**src/rtl/uart_pkg.sv**
```systemverilog
// Shared types and line-level constants for the UART transmit path.
// The PARITY state is always declared; it is only reachable when the
// controller is built with UART_TX_PARITY_EN defined.
package uart_pkg;

    typedef enum logic [2:0] {
        IDLE   = 3'd0,
        START  = 3'd1,
        DATA   = 3'd2,
        PARITY = 3'd3,
        STOP   = 3'd4
    } tx_state_t;

    // Level of the serial line between frames, and the level of the start bit.
    localparam logic LINE_IDLE = 1'b1;
    localparam logic START_BIT = 1'b0;

endpackage : uart_pkg

```
**src/rtl/baud_tick_gen.sv**
```systemverilog
// Baud tick generator: counts clock cycles and pulses tick for one cycle
// when the count reaches CLKS_PER_BIT-1, then wraps to 0. restart clears
// the count synchronously and masks tick in the same cycle, so the first
// tick after a restart lands exactly CLKS_PER_BIT cycles later.
module baud_tick_gen #(
    parameter int CLKS_PER_BIT = 180
) (
    input  logic clk,
    input  logic rst_n,
    input  logic restart,
    output logic tick
);

    localparam int CNT_W = (CLKS_PER_BIT > 1) ? $clog2(CLKS_PER_BIT) : 1;
    localparam logic [CNT_W-1:0] LAST = CNT_W'(CLKS_PER_BIT - 1);

    logic [CNT_W-1:0] count_q;
    logic [CNT_W-1:0] count_d;

    assign tick = !restart && (count_q == LAST);

    // Next count: wrap on tick, clear on restart, otherwise advance.
    always_comb begin
        count_d = count_q + CNT_W'(1);
        if (restart || tick) begin
            count_d = '0;
        end
    end

    // Count register.
    always_ff @(posedge clk or negedge rst_n) begin
        if (!rst_n) begin
            count_q <= '0;
        end else begin
            count_q <= count_d;
        end
    end

endmodule : baud_tick_gen

```
**src/rtl/uart_tx_ctrl.sv**
```systemverilog
// UART transmit controller: start bit, DATA_BITS data bits LSB first,
// optional even parity bit, one stop bit. Every bit lasts CLKS_PER_BIT cycles.
// Build option: define UART_TX_PARITY_EN to insert the even parity bit.
//
// Handshake: a byte is accepted on a rising clk edge where tx_valid and
// tx_ready are both high. tx_ready is high only in IDLE; tx_valid while busy
// is ignored. tx_data is sampled only at acceptance and may change afterwards.
// The source holds tx_valid until it sees tx_ready.
module uart_tx_ctrl
    import uart_pkg::*;
#(
    parameter int CLKS_PER_BIT = 180,
    parameter int DATA_BITS    = 8
) (
    input  logic                 clk,
    input  logic                 rst_n,
    input  logic [DATA_BITS-1:0] tx_data,
    input  logic                 tx_valid,
    output logic                 tx_ready,
    output logic                 tx,
    output logic                 busy,
    output tx_state_t            dbg_state_o
);

    localparam int IDX_W = $clog2(DATA_BITS + 1);
    localparam logic [IDX_W-1:0] LAST_IDX = IDX_W'(DATA_BITS - 1);

    tx_state_t            state_q, state_d;
    logic                 tx_q, tx_d;
    logic [DATA_BITS-1:0] shift_q, shift_d;
    logic [IDX_W-1:0]     idx_q, idx_d;
`ifdef UART_TX_PARITY_EN
    logic                 par_q, par_d;
`endif

    logic baud_restart;
    logic baud_tick;

    // The baud counter sits cleared for the whole of IDLE, which also makes
    // the accept edge restart it so the start bit is a full bit period.
    assign baud_restart = (state_q == IDLE);

    baud_tick_gen #(
        .CLKS_PER_BIT(CLKS_PER_BIT)
    ) u_baud (
        .clk    (clk),
        .rst_n  (rst_n),
        .restart(baud_restart),
        .tick   (baud_tick)
    );

    assign tx_ready    = (state_q == IDLE);
    assign busy        = (state_q != IDLE);
    assign tx          = tx_q;
    assign dbg_state_o = state_q;

    // Next-state and next line level; tx is registered so it changes on the
    // same edge as the state it belongs to.
    always_comb begin
        state_d = state_q;
        tx_d    = tx_q;
        shift_d = shift_q;
        idx_d   = idx_q;
`ifdef UART_TX_PARITY_EN
        par_d   = par_q;
`endif
        case (state_q)
            IDLE: begin
                tx_d = LINE_IDLE;
                if (tx_valid) begin
                    shift_d = tx_data;
                    idx_d   = '0;
                    tx_d    = START_BIT;
                    state_d = START;
`ifdef UART_TX_PARITY_EN
                    par_d   = ^tx_data;
`endif
                end
            end
            START: begin
                if (baud_tick) begin
                    tx_d    = shift_q[0];
                    state_d = DATA;
                end
            end
            DATA: begin
                if (baud_tick) begin
                    shift_d = shift_q >> 1;
                    idx_d   = idx_q + IDX_W'(1);
                    if (idx_q == LAST_IDX) begin
`ifdef UART_TX_PARITY_EN
                        tx_d    = par_q;
                        state_d = PARITY;
`else
                        tx_d    = LINE_IDLE;
                        state_d = STOP;
`endif
                    end else begin
                        tx_d = shift_d[0];
                    end
                end
            end
`ifdef UART_TX_PARITY_EN
            PARITY: begin
                if (baud_tick) begin
                    tx_d    = LINE_IDLE;
                    state_d = STOP;
                end
            end
`endif
            STOP: begin
                tx_d = LINE_IDLE;
                if (baud_tick) begin
                    state_d = IDLE;
                end
            end
            default: begin
                tx_d    = LINE_IDLE;
                state_d = IDLE;
            end
        endcase
    end

    // State, line and datapath registers; reset abandons any frame in flight.
    always_ff @(posedge clk or negedge rst_n) begin
        if (!rst_n) begin
            state_q <= IDLE;
            tx_q    <= LINE_IDLE;
            shift_q <= '0;
            idx_q   <= '0;
`ifdef UART_TX_PARITY_EN
            par_q   <= 1'b0;
`endif
        end else begin
            state_q <= state_d;
            tx_q    <= tx_d;
            shift_q <= shift_d;
            idx_q   <= idx_d;
`ifdef UART_TX_PARITY_EN
            par_q   <= par_d;
`endif
        end
    end

endmodule : uart_tx_ctrl

```
**config.mk**
```make
export PLATFORM = sky130hd
export DESIGN_NAME = uart_tx_ctrl
export DESIGN_NICKNAME = d
export VERILOG_FILES = /design/src/rtl/uart_pkg.sv /design/src/rtl/baud_tick_gen.sv /design/src/rtl/uart_tx_ctrl.sv
export SDC_FILE = /design/constraint.sdc
export NUM_CORES = 1
export LEC_CHECK = 0
export BUFFER_PORTS_ARGS = -buffer_cell sky130_fd_sc_hd__buf_2
export CAP_MARGIN = 20
export CELL_PAD_IN_SITES_DETAIL_PLACEMENT = 1
export CELL_PAD_IN_SITES_GLOBAL_PLACEMENT = 1
export CORE_MARGIN = 5
export CORE_UTILIZATION = 40
export CTS_CLUSTER_SIZE = 40
export DETAILED_ROUTE_END_ITERATION = 7
export GPL_ROUTABILITY_DRIVEN = 1
export MAX_ROUTING_LAYER = met4
export PLACE_DENSITY_LB_ADDON = 0.15
export SETUP_SLACK_MARGIN = 0.5
export SYNTH_ARGS = -nofsm -noshare
export SYNTH_HDL_FRONTEND = slang
export SYNTH_SLANG_ARGS = --single-unit
```
**constraint.sdc**
```tcl
create_clock -name clk -period 2.2 [get_ports clk]
set_input_delay 0.33 -clock clk [delete_from_list [all_inputs] [get_ports clk]]
set_output_delay 0.33 -clock clk [all_outputs]
set_load 0.03 [all_outputs]
```
[Word level (Yosys, flattened, before mapping)]
Cells that the tools add are included.
W data, S select, Z words.
Operators by class
  add/sub/neg operators: 2
  multiply operators: 0
  div/mod/pow operators: 0
  order comparisons: 0
  equal/unequal tests: 10
  shift-type cells: 0
  multiplexer cells: 18
  bitwise gates (word level): 0
  reductions and logical operators: 9
Operators with widths (count)
  $mux W8: 3
  $pmux W8 S2: 1
  $mux W3: 5
  $pmux W3 S4: 1
  $add A8 B1 Y8 const B: 1
  $eq A8 B8 Y1 const B: 1
  $mux W4: 2
  $pmux W4 S2: 1
  $ne A2 B1 Y1 const B: 3
  $reduce_and A5 Y1: 1
  $add A4 B1 Y4 const B: 1
  $eq A4 B3 Y1 const B: 1
  $mux W1: 4
  $ne A2 B2 Y1 const B: 2
  $eq A3 B1 Y1 const B: 1
  $eq A3 B2 Y1 const B: 1
  $eq A3 B3 Y1 const B: 1
  $logic_not A3 Y1: 1
  $pmux W1 S3: 1
  $reduce_and A3 Y1: 1
  $reduce_bool A3 Y1: 1
  $reduce_and A2 Y1: 1
  $reduce_bool A2 Y1: 1
  $logic_and A1 B1 Y1: 1
  2 further kinds: 2
Word-level totals
  register bits: 24
  bits in latches: 0
  bits in writable memories: 0
  ROM bits: 0
  input port bits: 11
  logic and storage cells: 44
  memories: 0

[Longest topological paths before layout]
  depth in word-level cells: 5
  depth in mapped cells: 7
  gate-level depth less buffers: 5

[By module]
A second synthesis with hierarchy kept.
Unflattened totals
  cells, all modules: 119
  area, all modules: 1341.3 µm²
By module, submodules not included
  uart_tx_ctrl: instances 1, cells an instance 79, area each 909.6 µm², sequential area each 401.6 µm²
  baud_tick_gen: instances 1, cells an instance 40, area each 431.7 µm², sequential area each 200.2 µm²

[Least setup slack after synthesis]
No wires, ideal clock.
  path type: flip-flop to flip-flop
  start: register state_q[1], in the netlist dbg_state_o[1]
  end: register u_baud.count_q[2]
  arrival: 1898 ps
  required time: 2077 ps
  path slack: 179 ps
  stages on the path, launching flop included: 6
  buffers on the path: 1
  period minus slack after synthesis: 2021 ps
  cells stage by stage: dfrtp_1 buf_2 nor3_2 inv_1 nand2_1 nor2_1
Between the ends
  cells in the longest elaborated chain, start to end: 5
Ends and longest elaborated chain
  from (decl): RTL line uart_tx_ctrl.sv:28  | tx_state_t state_q, state_d;
  from (signal assigned): RTL line uart_tx_ctrl.sv:135  | state_q <= state_d;
  $logic_not A3 Y1 (*)
  net tx_ready: RTL line uart_tx_ctrl.sv:19  | output logic tx_ready,
  $logic_not A1 Y1: RTL line baud_tick_gen.sv:20  | assign tick = !restart && (count_q == LAST);
  $logic_and A1 B1 Y1: RTL line baud_tick_gen.sv:20
  $logic_or A1 B1 Y1 (*): RTL line baud_tick_gen.sv:25  | if (restart || tick) begin
  $mux W8 (*): RTL line baud_tick_gen.sv:25
  net u_baud.count_d[2]: RTL line baud_tick_gen.sv:18  | logic [CNT_W-1:0] count_d;
  to (signal assigned): RTL line baud_tick_gen.sv:35  | count_q <= count_d;
  to (decl): RTL line baud_tick_gen.sv:17  | logic [CNT_W-1:0] count_q;
Mark *: on every way through the listed nets, which the timed path passes. The rest lies on a longest branch.
A chain may end at the register's enable or synchronous reset.

[Worst setup path after layout]
  start: register state_q[2], in the netlist dbg_state_o[2]
  end: register idx_q[0]
Between the ends
  cells in the longest elaborated chain, start to end: 5
  elaborated cells on any way between the ends: 9
  those cells by class: 3 x eq/ne; 1 x mux; 5 x reduce/logical
Ends and longest elaborated chain
  $logic_not A3 Y1: RTL line uart_tx_ctrl.sv:41, uart_tx_ctrl.sv:67
  $logic_not A1 Y1: RTL line baud_tick_gen.sv:20
  $logic_and A1 B1 Y1: RTL line baud_tick_gen.sv:20
  $ne A2 B1 Y1 (no source line)
  $reduce_and A3 Y1 (no source line)
  to (signal assigned): RTL line uart_tx_ctrl.sv:138  | idx_q <= idx_d;
  to (decl): RTL line uart_tx_ctrl.sv:31  | logic [IDX_W-1:0] idx_q, idx_d;
Several ways; a longest one is shown, not always the timed one.

==> results.cfg <==
[cts]
path_clk_slew_ns = 0.14
h-tree-depth = 1
cts_tree = built
numCtsBuffers = 3
insertion_delay_ns = 0.32
cts-root-buf = clkbuf_4
clock_sinks = 24
clk_path_buf_depth = 2

[setup_path]
cp_slowest_cell = dfrtp_2
critical_path_arrival_ns = 1.87
r2r-start = dbg_state_o[2]$_DFFE_PN0P_
reg2reg_to = idx_q[0]$_DFFE_PN0P_
reg2reg_depth = 5
end_kind = register
critPathTopFamily = flip-flops
cp_num_cells = 5
endpoint = idx_q[0]$_DFFE_PN0P_
slowest_delay_ns = 0.48
cp.required_ns = 2.42
critPathLaunch = dbg_state_o[2]$_DFFE_PN0P_
crit_chain = buf_4, nor2_1, o21a_2, o21ai_1, mux2_2
r2r_slack_ns = 0.54
cp_max_fo = 10
critPathBufInv = 1
critPathKind = register to register
startpoint_type = register

[global_routing]
grt_use_total_pct = 16.3
first_global_vias = 1067
grt.overflow.total = 0
grt_pass1_wl_mm = 5.16
grt_start_max_net_pins = 25
antenna_found_initial = 0

[sta]
min_period_ns = 1.66
clock.fmax_ghz = 0.604
slew_headroom_pct = 61.6
period_share_pct = 75.3
worst_pin_slew_ns = 0.576
finalSetupViolations = 0
tns_ns = 0
drv_slew = 0
setup_slack_ns = 0.544
clock_skew_ns = 0.00358
rsz0062_at_grt = true
worst_hold_slack_ns = 0.264
final_hold_viol_count = 0

[synth]
yosys-top-cells-area = dfrtp_1, o32ai_1, nor2_1
post-synth-top-count-cell = dfrtp_1
synth_edf_count = 0
syn_area_um2 = 1200
ys.flop_type = dfrtp_1
yosysWarnings = 0
yosysTopAreaCellShare_pct = 48.1
syn_avg_cell_area_um2 = 10.2
yosysSeqAreaShare_pct = 50.3
synth_top_area_cell = dfrtp_1
synth_commonest_cells = dfrtp_1, nor2_1, o32ai_1
synth_cell_types = 32
synth_seq_cells = 24
syn_nets = 130
synthArstFlopShare_pct = 100
syn_inst = 117

[placed_design]
hpwl_mm = 2.11
numPortBuffers = 16
post-place-ws_ns = 0.386
gp_congestion = 0.729

[floorplan]
fp.dieW_um = 64.7
die_height_um = 64.7
dieArea_um2 = 4190
rows = 19
initial_core_util_pct = 42.7
core_area_um2 = 2810
pin_count = 17

[drt]
wl_per_cell_um = 17.4
ant_nets = 0
viasPerCell = 5.91
num_vias = 1070
drtIter0Drc = 33
post-route-drc-count = 0
drt_pass1_iterations = 4
routed_wl_mm = 3.15

[power]
p_leak_nw = 0.670
finalPower_mw = 1.08
power_density_nw_per_um2 = 690
vdd_drop_max_mv = 0.331

[job]
drv_cap = 0

[final_layout]
drive_gt1_share_pct = 40.7
n_antenna_cell = 0
area_growth_pct = 30.7
nNetsFinal = 164
fill_cells = 320

[outcome]
status = completed

[hold_path]
hp-class = input port to register
## cell type report
class	instances	area [um2]	area share, %
tap	31	38.8	2.48
sequential	24	607	38.8
inverter	2	7.51	0.480
clock buffer	4	36.3	2.32
timing repair buffer	36	245	15.7
multi-input combinational	84	631	40.3
## worst register-to-register path, delay by kind of cell, from the launching register on
| kind | cells | cell delay [ns] |
|---|---|---|
| DFF | 1 | 0.48 |
| and+or+nand+nor | 1 | 0.17 |
| AOI/OAI and AO/OA | 2 | 0.47 |
| buffers and inverters | 1 | 0.16 |
| muxes | 1 | 0.29 |
## flip-flops by register name, indices dropped and copies added, names as in the netlist
register        flops
idx_q               4
shift_q             8
dbg_state_o         3
tx                  1
u_baud.count_q      8
## worst min path at each step
stage | start | end | cells past startpoint
4_1_cts | tx_data[3] | shift_q[3]$_DFFE_PN0P_ | 3
6_report | tx_data[3] | shift_q[3]$_DFFE_PN0P_ | 3
5_1_grt | tx_data[3] | shift_q[3]$_DFFE_PN0P_ | 3
3_5_place_dp | rst_n | u_baud.count_q[3]$_DFF_PN0_ | 1
2_1_floorplan | rst_n | dbg_state_o[0]$_DFFE_PN0P_ | 0
3_3_place_gp | rst_n | u_baud.count_q[2]$_DFF_PN0_ | 1
## report_power, final
| part | switching, mW | internal (mW) | leakage [nW] |
|---|---|---|---|
| Combinational | 0.109 | 0.104 | 0.356 |
| Clock | 0.137 | 0.101 | 0.0210 |
| Sequential | 0.102 | 0.527 | 0.293 |
## layout by cell type (no fill, tap or decap), drive strengths merged, types with 2 or more instances in the layout
cell / n
a21oi: 4
xnor2: 2
or3: 2
o32ai: 14
ha: 2
a32o: 3
nand2: 6
nor4b: 2
dfrtp: 23
nor2: 18
xor2: 3
nand2b: 5
o21ai: 3
nand3: 7
clkbuf: 4
buf: 35
nor3: 2
inv: 2
## metrics by stage
stage	instances	cell area (um2)	utilization [%]
2_1_floorplan	117	1210	-
3_3_place_gp	160	1320	46.9
3_5_place_dp	160	1320	46.9
4_1_cts	170	1420	50.6
5_1_grt	181	1570	55.8
6_report	181	1570	55.8
## kinds of logic after synthesis
family / count (synthesis) / synth area share, %
AND/OR/NAND/NOR: 46 / 19.6
AO/OA/AOI/OAI: 30 / 20.0
flip-flops: 24 / 50.3
buffers and inverters: 9 / 3.45
XOR/XNOR: 5 / 3.66
adder cells (fa/ha/maj): 2 / 2.09
multiplexers: 1 / 0.940
## repair_timing
item | in CTS | in global routing
pin swaps | 1 | 3
hold endpoints to repair | 23 | 0
buffers inserted | 5 | 11
gates resized for setup | 6 | 17
hold buffers | 1 | 0
endpoints found under the setup margin | 17 | 15
## per-layer routing
| metal | share of wire, % | vias up | global-route usage, % |
|---|---|---|---|
| li1 | - | 506 | - |
| met1 | 47 | 544 | 20.3 |
| met2 | 49 | 16 | 26.9 |
| met3 | 2.9 | 4 | 2.76 |
| met4 | 0.86 | 0 | 5.54 |
| met5 | 0 | - | - |
Note: power is estimated with default switching activity, not from simulation.
